$ cat config.mk
export PLATFORM = sky130hd
export DESIGN_NAME = bounce_count_arbiter_flat
export DESIGN_NICKNAME = d
export VERILOG_FILES = /design/src/rtl/bounce_count_arbiter_if.sv /design/src/rtl/bounce_count_arbiter.sv /design/src/flat_wrapper.sv
export SDC_FILE = /design/constraint.sdc
export NUM_CORES = 1
export LEC_CHECK = 0
export CAP_MARGIN = 20
export CORE_ASPECT_RATIO = 0.8
export CORE_MARGIN = 5
export CORE_UTILIZATION = 51
export CTS_BUF_LIST = sky130_fd_sc_hd__clkbuf_8
export DETAILED_ROUTE_END_ITERATION = 7
export PLACE_DENSITY = 0.87
export SYNTH_ARGS = -nofsm -noshare
export SYNTH_HDL_FRONTEND = slang
export SYNTH_SLANG_ARGS = --single-unit
$ cat constraint.sdc
create_clock -name Clk -period 2.3 [get_ports Clk]
set_input_delay 0.46 -clock Clk [delete_from_list [all_inputs] [get_ports Clk]]
set_output_delay 0.46 -clock Clk [all_outputs]
set_load 0.03 [all_outputs]
$ cat src/rtl/bounce_count_arbiter_if.sv
// Job request / grant / status bundle for bounce_count_arbiter.
// master drives requests and operands, slave returns grants and counter state.
interface bounce_count_arbiter_if #(
    parameter int WIDTH = 5,
    parameter int STEPW = 6
);
    logic             req0;
    logic [WIDTH-1:0] start0;
    logic             dir0;
    logic [STEPW-1:0] steps0;
    logic             req1;
    logic [WIDTH-1:0] start1;
    logic             dir1;
    logic [STEPW-1:0] steps1;
    logic             gnt0;
    logic             gnt1;
    logic             busy;
    logic             done;
    logic             done_id;
    logic [WIDTH-1:0] count_out;
    logic [1:0]       dir_out;

    modport master (
        output req0, start0, dir0, steps0,
        output req1, start1, dir1, steps1,
        input  gnt0, gnt1, busy, done, done_id, count_out, dir_out
    );

    modport slave (
        input  req0, start0, dir0, steps0,
        input  req1, start1, dir1, steps1,
        output gnt0, gnt1, busy, done, done_id, count_out, dir_out
    );
endinterface

$ cat src/rtl/bounce_count_arbiter.sv
// Round-robin sharing of one mod-MOD up/down bounce counter between two
// requesters; the granted job advances one step per clock, then reports done.
module bounce_count_arbiter #(
    parameter int MOD   = 25,
    parameter int WIDTH = 5,
    parameter int STEPW = 6
) (
    input logic                   Clk,
    input logic                   reset,
    bounce_count_arbiter_if.slave bus
);
    typedef enum logic [1:0] {IDLE, RUN, DONE} state_t;

    localparam logic [WIDTH-1:0] TOP    = WIDTH'(MOD - 1);
    localparam logic [WIDTH-1:0] TOP_M1 = WIDTH'(MOD - 2);
    localparam logic [1:0]       UP     = 2'b01;
    localparam logic [1:0]       DN     = 2'b10;
    localparam logic [1:0]       OFF    = 2'b00;

    state_t           state, state_n;
    logic             gnt0, gnt0_n, gnt1, gnt1_n;
    logic             busy, busy_n, done, done_n;
    logic             done_id, done_id_n;
    logic             id, id_n, last, last_n;
    logic [WIDTH-1:0] count, count_n, sel_start;
    logic [1:0]       dir, dir_n;
    logic [STEPW-1:0] rem, rem_n, sel_steps;
    logic             win, sel_dir;

    always_ff @(posedge Clk or posedge reset) begin
        if (reset) begin
            state   <= IDLE;
            gnt0    <= 1'b0;
            gnt1    <= 1'b0;
            busy    <= 1'b0;
            done    <= 1'b0;
            done_id <= 1'b0;
            id      <= 1'b0;
            last    <= 1'b1;
            count   <= '0;
            dir     <= OFF;
            rem     <= '0;
        end else begin
            state   <= state_n;
            gnt0    <= gnt0_n;
            gnt1    <= gnt1_n;
            busy    <= busy_n;
            done    <= done_n;
            done_id <= done_id_n;
            id      <= id_n;
            last    <= last_n;
            count   <= count_n;
            dir     <= dir_n;
            rem     <= rem_n;
        end
    end

    always_comb begin
        // on a tie the requester not served last wins
        win       = bus.req1 && (!bus.req0 || !last);
        sel_start = win ? bus.start1 : bus.start0;
        sel_dir   = win ? bus.dir1   : bus.dir0;
        sel_steps = win ? bus.steps1 : bus.steps0;

        state_n   = state;
        gnt0_n    = 1'b0;
        gnt1_n    = 1'b0;
        busy_n    = busy;
        done_n    = 1'b0;
        done_id_n = done_id;
        id_n      = id;
        last_n    = last;
        count_n   = count;
        dir_n     = dir;
        rem_n     = rem;

        unique case (state)
            IDLE: begin
                if (bus.req0 || bus.req1) begin
                    if (bus.req0 && bus.req1)
                        last_n = win;
                    id_n    = win;
                    gnt0_n  = !win;
                    gnt1_n  = win;
                    busy_n  = 1'b1;
                    count_n = (sel_start > TOP) ? TOP : sel_start;
                    dir_n   = sel_dir ? UP : DN;
                    rem_n   = sel_steps;
                    if (sel_steps == '0) begin
                        state_n   = DONE;
                        done_n    = 1'b1;
                        done_id_n = win;
                    end else begin
                        state_n = RUN;
                    end
                end
            end
            RUN: begin
                // reflect at both ends so MOD itself is never emitted
                if (dir == UP) begin
                    if (count == TOP) begin
                        count_n = TOP_M1;
                        dir_n   = DN;
                    end else begin
                        count_n = count + WIDTH'(1);
                    end
                end else begin
                    if (count == '0) begin
                        count_n = WIDTH'(1);
                        dir_n   = UP;
                    end else begin
                        count_n = count - WIDTH'(1);
                    end
                end
                rem_n = rem - STEPW'(1);
                if (rem == STEPW'(1)) begin
                    state_n   = DONE;
                    done_n    = 1'b1;
                    done_id_n = id;
                end
            end
            DONE: begin
                state_n = IDLE;
                dir_n   = OFF;
                busy_n  = 1'b0;
            end
            default: state_n = IDLE;
        endcase
    end

    assign bus.gnt0      = gnt0;
    assign bus.gnt1      = gnt1;
    assign bus.busy      = busy;
    assign bus.done      = done;
    assign bus.done_id   = done_id;
    assign bus.count_out = count;
    assign bus.dir_out   = dir;
endmodule

$ cat src/flat_wrapper.sv
// flat-port wrapper written by rule: the top's interface ports become plain ports
module bounce_count_arbiter_flat 
#(
    parameter int MOD   = 25,
    parameter int WIDTH = 5,
    parameter int STEPW = 6
)
  (Clk, reset, bus_req0, bus_start0, bus_dir0, bus_steps0, bus_req1, bus_start1, bus_dir1, bus_steps1, bus_gnt0, bus_gnt1, bus_busy, bus_done, bus_done_id, bus_count_out, bus_dir_out);
  bounce_count_arbiter_if #(.WIDTH(WIDTH), .STEPW(STEPW)) bus_i ();
  input logic Clk;
  input logic reset;
  input wire logic [$bits(bus_i.req0)-1:0] bus_req0;
  input wire logic [$bits(bus_i.start0)-1:0] bus_start0;
  input wire logic [$bits(bus_i.dir0)-1:0] bus_dir0;
  input wire logic [$bits(bus_i.steps0)-1:0] bus_steps0;
  input wire logic [$bits(bus_i.req1)-1:0] bus_req1;
  input wire logic [$bits(bus_i.start1)-1:0] bus_start1;
  input wire logic [$bits(bus_i.dir1)-1:0] bus_dir1;
  input wire logic [$bits(bus_i.steps1)-1:0] bus_steps1;
  output wire logic [$bits(bus_i.gnt0)-1:0] bus_gnt0;
  output wire logic [$bits(bus_i.gnt1)-1:0] bus_gnt1;
  output wire logic [$bits(bus_i.busy)-1:0] bus_busy;
  output wire logic [$bits(bus_i.done)-1:0] bus_done;
  output wire logic [$bits(bus_i.done_id)-1:0] bus_done_id;
  output wire logic [$bits(bus_i.count_out)-1:0] bus_count_out;
  output wire logic [$bits(bus_i.dir_out)-1:0] bus_dir_out;
  assign bus_i.req0 = bus_req0;
  assign bus_i.start0 = bus_start0;
  assign bus_i.dir0 = bus_dir0;
  assign bus_i.steps0 = bus_steps0;
  assign bus_i.req1 = bus_req1;
  assign bus_i.start1 = bus_start1;
  assign bus_i.dir1 = bus_dir1;
  assign bus_i.steps1 = bus_steps1;
  assign bus_gnt0 = bus_i.gnt0;
  assign bus_gnt1 = bus_i.gnt1;
  assign bus_busy = bus_i.busy;
  assign bus_done = bus_i.done;
  assign bus_done_id = bus_i.done_id;
  assign bus_count_out = bus_i.count_out;
  assign bus_dir_out = bus_i.dir_out;
  bounce_count_arbiter #(.MOD(MOD), .WIDTH(WIDTH), .STEPW(STEPW)) u_core (.Clk(Clk), .reset(reset), .bus(bus_i));
endmodule
==> summary.md, run 1 <==
| Metric | Value |
|---|---|
| Total net switching power | `1.34 mW` |
| Seq pwr share | `27.7%` |
| TritonCTS clock tree | `built` |
| Drt total wl | `4180 um` |
| Post-synth EDFFs | `0` |
| Final nets | `271` |
| Worst stage delay on the critical path | `570 ps` |
| Post-Syn Instances | `191` |
| Top Family by Delay on Critical Path | `simple AND/OR/NAND/NOR gates` |
| Fmax | `472 MHz` |
| Synth top area cells | `dfrtp_1 (32%), ha_1 (6.8%), nand2_1 (5.2%)` |
| Worst endpoint data arrival time | `2270 ps` |
| Clock Latency Late Sink | `260 ps` |
| Die area | `0.00447 sq mm` |
| Power per cell area | `1310 mW/mm^2` |
| Cts bufs inserted | `3` |
| CTS clk-pin slew, worst paths | `80 ps` |
| Unrepaired setup endpoints after global routing | `no` |
| Placer Congestion | `0.840` |
| Die X | `73.5 um` |
| Core area | `0.00309 sq mm` |
| Combinational share of power | `62.5%` |
| Dpl cell area | `0.00213 sq mm` |
| Critical Path Start Type | `input pin` |
| Commonest cells in the netlist | `nand2_1 (23), dfrtp_1 (21), inv_1 (14)` |
| CP Class | `in -> reg` |
| Final HPWL DP | `3270 um` |
| Largest net degree at the start of global routing | `23` |
| Via count | `1,610` |
| Final Critical Period | `2120 ps` |
| Hold_buf cts | `0` |
| Final instance area | `0.00218 sq mm` |
| Max Cap Violations | `0` |
| DR DRC count | `0` |
| Synth top area share | `31.9%` |
| Outcome | `complete, no violations` |
| Worst hold path class | `reg -> reg` |
| Seq/Total Area, Yosys | `33.5%` |
| Final hold vios | `0` |
| I/O Buffers | `39` |
| First-pass GRT wire length | `7150 um` |
| Crit path max-delay cell type | `or4_4` |
| Most frequent cell after synthesis | `nand2_1` |
| Clock sinks | `22` |
| Critical path cell sequence | `clkdlybuf4s50_1, or4_4, nor4_4, a31oi_2, a221oi_2, mux2_1` |
| Slew HR | `71.5%` |
| Final clock skew | `1.12 ps` |
| Clk pwr share | `9.8%` |
| Synth Cell Area | `0.00165 sq mm` |
| Placed Cells | `269` |
| Library cells used by synthesis | `49` |
| H-tree Lvls | `1` |
| Antenna violations before repair | `0` |
| Max IR drop VDD | `713 uV` |
| Drt wl/cell | `15.3 um` |
| Slew at the pin closest to its max-slew limit | `424 ps` |
| YS warnings | `0` |
| Cell type with the highest aggregate area in the netlist | `dfrtp_1` |
| CTS resizes | `0` |
| Clock root buffer master | `clkbuf_8` |
| Num rows | `18` |
| Diodes inserted | `0` |
| Crit path capture type | `flop` |
| Final Power | `2.87 mW` |
| Routed Antenna Nets | `0` |
| Min Hold Slack | `497 ps` |
| Setup Buffers After CTS | `0` |
| DRT iter0 DRCs | `187` |
| Final period utilization | `92.0%` |
| Area Overhead vs Synth | `32.5%` |
| Pre-Repair DR Iteration Count | `4` |
| Layout cells sized above 1 | `12.9%` |
| Crit Path Max Fanout | `2` |
| Top Ports | `40` |
| Die Y | `60.8 um` |
| Global route total overflow | `0` |
| Sw frac | `46.7%` |
| Final Max Tran Viols | `0` |
| Yosys reg bits | `22` |
| GRT Total Usage | `20.5%` |
| Power Internal | `1.53 mW` |
| WP buf/inv | `1` |
| Post-Syn Nets | `228` |
| Vias in the first global route | `1,544` |
| Final setup violation count | `0` |
| CP required | `2450 ps` |
| Ys async rst share | `100%` |
| Final non-filler cell total | `273` |
| Deepest clock path buffer count | `2` |
| Synth Flop Type | `dfrtp_1` |
| Initial core utilization | `53.3%` |
| Vias per Instance | `5.90` |
| Avg Cell Area, Syn | `8.61 sq um` |
| Leakage | `0.908 nW` |
metrics by stage:
stage	setup slack [ps]	TNS, ps	utilization (%)
finish	183	0	70.7
global placement	-63.3	-63.3	68.9
floorplan	398	0	-
CTS	181	0	70.7
detailed placement	-98.7	-107	68.9
global route	128	0	70.7
worst reg2reg max path, cell delays in order, from the launching register on:
cell and delay (ps):
dfrtp_1 440, inv_1 100, ha_1 160, or3b_1 370
buf_4 160, o21a_1 170, nand3_1 100, o21ai_0 80
a221oi_1 260
state kept, by name (all words and copies together), names as in the netlist, 2 cells and up:
register and cells:
u_core.bus.count_out 5, u_core.rem 6, u_core.state 2, u_core.bus.dir_out 2
cells by family (layout without fill, tap and decap cells):
family / Yosys count / count (layout) / synth area share, %
AO/OA/AOI/OAI: 57 / 57 / 23.5
multiplexers: 11 / 11 / 7.91
adder cells (fa/ha/maj): 9 / 9 / 6.84
AND/OR/NAND/NOR: 64 / 64 / 20.6
buffers and inverters: 26 / 68 / 6.54
flip-flops: 22 / 22 / 33.5
XOR/XNOR: 2 / 2 / 1.06
layer usage:
metal  GRT usage, %  share of wire (%)  vias up
met2           32.7                 45       67
met3           5.30                9.2        6
met1           28.8                 45      758
met4           3.36               0.86        0
li1               -                  -      779
met5              0                  0        -
power groups by stage:
| stage | logic [mW] | registers, mW | clock network [mW] |
|---|---|---|---|
| after global placement | 1.74 | 0.792 | 0 |
| after detailed placement | 1.78 | 0.800 | 0 |
| after global routing | 1.98 | 0.833 | 0.305 |
| after CTS | 1.79 | 0.793 | 0.288 |
| after floorplan | 1.11 | 0.901 | 0 |
| final | 1.79 | 0.793 | 0.281 |
cell usage in the layout (no fill, tap or decap), types with 2 or more instances in the layout:
cell type        synthesis  routed
mux2_2                   4       4
a211oi_1                 3       3
a221oi_1                 2       2
o21ai_1                  2       2
nor3_1                   3       3
nor2_1                   8       8
mux2_1                   2       2
clkdlybuf4s50_1          0      39
nor2b_1                  4       4
a31oi_1                  5       5
a22oi_1                  2       2
o22ai_1                  3       3
clkbuf_8                 0       4
inv_1                   14      14
a21oi_1                 11      11
dfrtp_1                 21      21
nand3b_1                 2       2
ha_1                     9       9
xnor2_1                  2       2
or2_2                    2       2
o211ai_1                 5       5
nand4_1                  2       2
o31ai_1                  2       2
o21ai_0                 13      13
mux2i_1                  4       4
nand2_1                 23      23
buf_4                    1      10
nand3_1                 10      10
layout make-up:
type / count / area (sq um)
clock buffer: 4 / 55.1
fill: 241 / 905
inverter: 14 / 52.6
multi-input combinational: 143 / 986
sequential: 22 / 552
tap: 40 / 50.0
timing repair buffer: 50 / 485
final timing paths:
| kind | startpoint | to | slack [ps] | cells after the start |
|---|---|---|---|---|
| min reg2reg | u_core.bus.done_id$_DFFE_PP0P_ | u_core.bus.done_id$_DFFE_PP0P_ | 500 | 1 |
| min in group asynchronous | reset | u_core.bus.dir_out[0]$_DFFE_PP0P_ | 520 | 3 |
| max reg2reg | u_core.state[0]$_DFFE_PP0P_ | u_core.rem[4]$_DFFE_PP0P_ | 360 | 8 |
| max | bus_steps0[1] | u_core.bus.done_id$_DFFE_PP0P_ | 180 | 6 |
| max in group asynchronous | reset | u_core.last$_DFFE_PP1P_ | 1500 | 3 |
| min | u_core.bus.done_id$_DFFE_PP0P_ | u_core.bus.done_id$_DFFE_PP0P_ | 500 | 1 |
Power figures use the tool's default switching activity.
==> inputs of run 2 (changes only) <==
CORE_UTILIZATION = 49   (was 51)
CTS_BUF_LIST = unset   (was sky130_fd_sc_hd__clkbuf_8)
GPL_TIMING_DRIVEN = 0   (was unset)
PLACE_DENSITY = 0.84   (was 0.87)
clock period = 2.1 ns   (was 2.3 ns; I/O delays follow)
==> run 2 against run 1 <==
Sequential power up 4.2%. Die area grew 3.5%. Wire length rose by 4.3%. Critical endpoint is now u_core.rem[3]$_DFFE_PP0P_. Largest power group unchanged. Clock power rose by 43%. Largest cell class unchanged. Combinational power increased by 13%. First-iteration DRC count is 35% lower. Hold slack lost 18 ps. Count of clock-buffer cells in the layout fell by 1. Setup slack got worse by 100 ps. Cell count is 1.1% higher.
==> summary.md, run 2 (same netlist as run 1, synthesis figures left out) <==
| Metric | Value |
|---|---|
| Outcome | `complete, no violations` |
| H-tree Lvls | `1 (unchanged)` |
| GRT Total Usage | `20.3% (-0.26 points)` |
| CP Depth | `8 (+2)` |
| Min Hold Slack | `479 ps (-18.2 ps)` |
| Cts bufs inserted | `3 (unchanged)` |
| Hold Crit Depth | `2 (+1)` |
| Drt total wl | `4360 um (+4.3%)` |
| Vias per Instance | `5.74 (-2.7%)` |
| Die area | `0.00462 sq mm (+3.5%)` |
| Slew HR | `42.8% (-29 points)` |
| Top Ports | `40 (unchanged)` |
| Final hold vios | `0 (unchanged)` |
| Max FFs per register | `6 (unchanged)` |
| Final setup margin | `81.8 ps (-101 ps)` |
| Final setup violation count | `0 (unchanged)` |
| Top Family by Delay on Critical Path | `simple AND/OR/NAND/NOR gates` |
| Clock Latency Late Sink | `270 ps (about the same)` |
| Num rows | `18 (unchanged)` |
| Placer Congestion | `0.889 (+5.8%)` |
| Die Y | `61.8 um (+1.7%)` |
| Vias in the first global route | `1,530 (-0.91%)` |
| Dpl cell area | `0.00209 sq mm (-1.9%)` |
| Die X | `74.8 um (+1.7%)` |
| Deepest clock path buffer count | `2 (unchanged)` |
| Slew at the pin closest to its max-slew limit | `857 ps (+433 ps)` |
| Worst hold path class | `in -> reg` |
| Global route total overflow | `0 (unchanged)` |
| Final period utilization | `96.1%` |
| Critical path cell sequence | `inv_1, ha_2, or3b_4, o21a_1, buf_2, nand3_1, o21ai_1, a221oi_1` |
| Core area | `0.00315 sq mm (+2.2%)` |
| CTS clk-pin slew, worst paths | `80 ps (about the same)` |
| Area Overhead vs Synth | `34.1%` |
| Worst endpoint data arrival time | `2190 ps (-80 ps)` |
| Drt wl/cell | `15.8 um (+3.2%)` |
| Multi-input gate area | `1000 sq um (+1.4%)` |
| Power per cell area | `1480 mW/mm^2 (+13%)` |
| TritonCTS clock tree | `built` |
| Final non-filler cell total | `276 (+1.1%)` |
| CP Class | `reg -> reg` |
| Fillers | `251 (+4.1%)` |
| Final instance area | `0.00221 sq mm (+1.1%)` |
| Layout cells sized above 1 | `12.3% (-0.59 points)` |
| Crit path max-delay cell type | `dfrtp_1` |
| Placed Cells | `270 (+0.37%)` |
| Most frequent cells in the layout | `clkdlybuf4s50_1 (33), nand2_1 (23), dfrtp_1 (21)` |
| CP required | `2270 ps (-180 ps)` |
| Pre-CTS setup slack | `-319 ps (-220 ps)` |
| Unrepaired setup endpoints after global routing | `no` |
| Final HPWL DP | `3190 um (-2.6%)` |
| Max Cap Violations | `0 (unchanged)` |
| R2R depth | `8 (unchanged)` |
| Diodes inserted | `0 (unchanged)` |
| Pre-Repair DR Iteration Count | `4 (unchanged)` |
| Routed Antenna Nets | `0 (unchanged)` |
| Largest net degree at the start of global routing | `23 (unchanged)` |
| Crit path capture type | `flop` |
| Max IR drop VDD | `765 uV (+7.4%)` |
| I/O Buffers | `39 (unchanged)` |
| Worst stage delay on the critical path | `440 ps (-130 ps)` |
| First-pass GRT wire length | `7040 um (-1.5%)` |
| WP buf/inv | `2 (+1)` |
| Clock root buffer master | `clkbuf_8` |
| DRT iter0 DRCs | `121 (-35%)` |
| Most common cell after layout, fill and taps aside | `clkdlybuf4s50_1` |
| FF/Latch Area | `552 sq um (unchanged)` |
| Leakage | `0.930 nW (+2.3%)` |
| Final Critical Period | `2020 ps` |
| Final Max Tran Viols | `0 (unchanged)` |
| DR DRC count | `0 (unchanged)` |
| Hold_buf cts | `0 (unchanged)` |
| Largest Register | `u_core.rem` |
| Crit Path Max Fanout | `10 (+8)` |
| Clock sinks | `22 (unchanged)` |
| Final clock skew | `3.91 ps (+2.78 ps)` |
| Antenna violations before repair | `0 (unchanged)` |
| Fmax | `495 MHz` |
| Critical Path Start Type | `flop` |
| Setup TNS | `0 ps (unchanged)` |
| Via count | `1,583 (-1.7%)` |
| Final nets | `274 (+1.1%)` |
| Initial core utilization | `52.2% (-1.1 points)` |
[run 2: cell types whose count changed in the layout (fill, tap and decap cells not counted), sizes merged]
cell / delta
buf: -3
bufinv: +1
clkbuf: +5
clkdlybuf4s15: +1
clkdlybuf4s50: -6
dlygate4sd2: +3
dlymetal6s2s: +2
[run 2: stage by stage]
stage                     util (%)  power, mW
after floorplan                  -       2.21
after global placement        66.2       2.75
after detailed placement      66.2       2.79
after CTS                     69.0       3.22
after global routing          70.0       3.52
final                         70.0       3.26
[run 2: path summary, 6_finish.rpt]
kind | startpoint | end | slack [ps]
max reg2reg | u_core.state[0]$_DFFE_PP0P_ | u_core.rem[3]$_DFFE_PP0P_ | 80
min reg2reg | u_core.bus.done_id$_DFFE_PP0P_ | u_core.bus.done_id$_DFFE_PP0P_ | 490
max | u_core.state[0]$_DFFE_PP0P_ | u_core.rem[3]$_DFFE_PP0P_ | 80
max in group asynchronous | reset | u_core.rem[0]$_DFFE_PP0P_ | 950
min in group asynchronous | reset | u_core.bus.dir_out[1]$_DFFE_PP0P_ | 610
min | bus_req1 | u_core.bus.gnt0$_DFF_PP0_ | 480
[run 2: power by group]
| part | internal [mW] | total [mW] | switching [mW] |
|---|---|---|---|
| clock | 0.255 | 0.403 | 0.148 |
| combinational | 0.860 | 2.03 | 1.17 |
| sequential | 0.637 | 0.826 | 0.189 |
[run 2: what timing repair did]
action / in CTS / in global routing
pin swaps: 3 / 1
endpoints found under the setup margin: 2 / 11
resized for setup: 8 / 5
gates cloned: 0 / 0
setup buffers: 1 / 1
[run 2: metal layers]
layer	track usage, %	wire length (um)	vias up
met5	0	0	-
met4	4.57	36	0
met3	4.18	368	5
met2	34.2	1960	58
met1	27.2	1990	736
li1	-	-	784
[run 2: worst register-to-register path: cells and delay by family (launching register included)]
family	cells	cell delay, ps
and+or+nand+nor	2	530
DFF	1	440
AOI/OAI and AO/OA	3	440
buffers and inverters	2	290
adders and majority gates	1	220
[run 2: layout make-up]
type	count	area share, %
plain buffers	12	2.78
well taps	40	2.27
flip-flops and latches	22	25.0
clock buffers	3	1.87
clock inverters	1	1.36
multi-input cells	143	45.3
repair buffers	41	19.0
inverters	14	2.38
==> inputs of run 3 (changes only) <==
GPL_ROUTABILITY_DRIVEN = 0   (was unset)
==> results of run 3 <==
Final layout, timing and power as in run 2 (identical DEF).
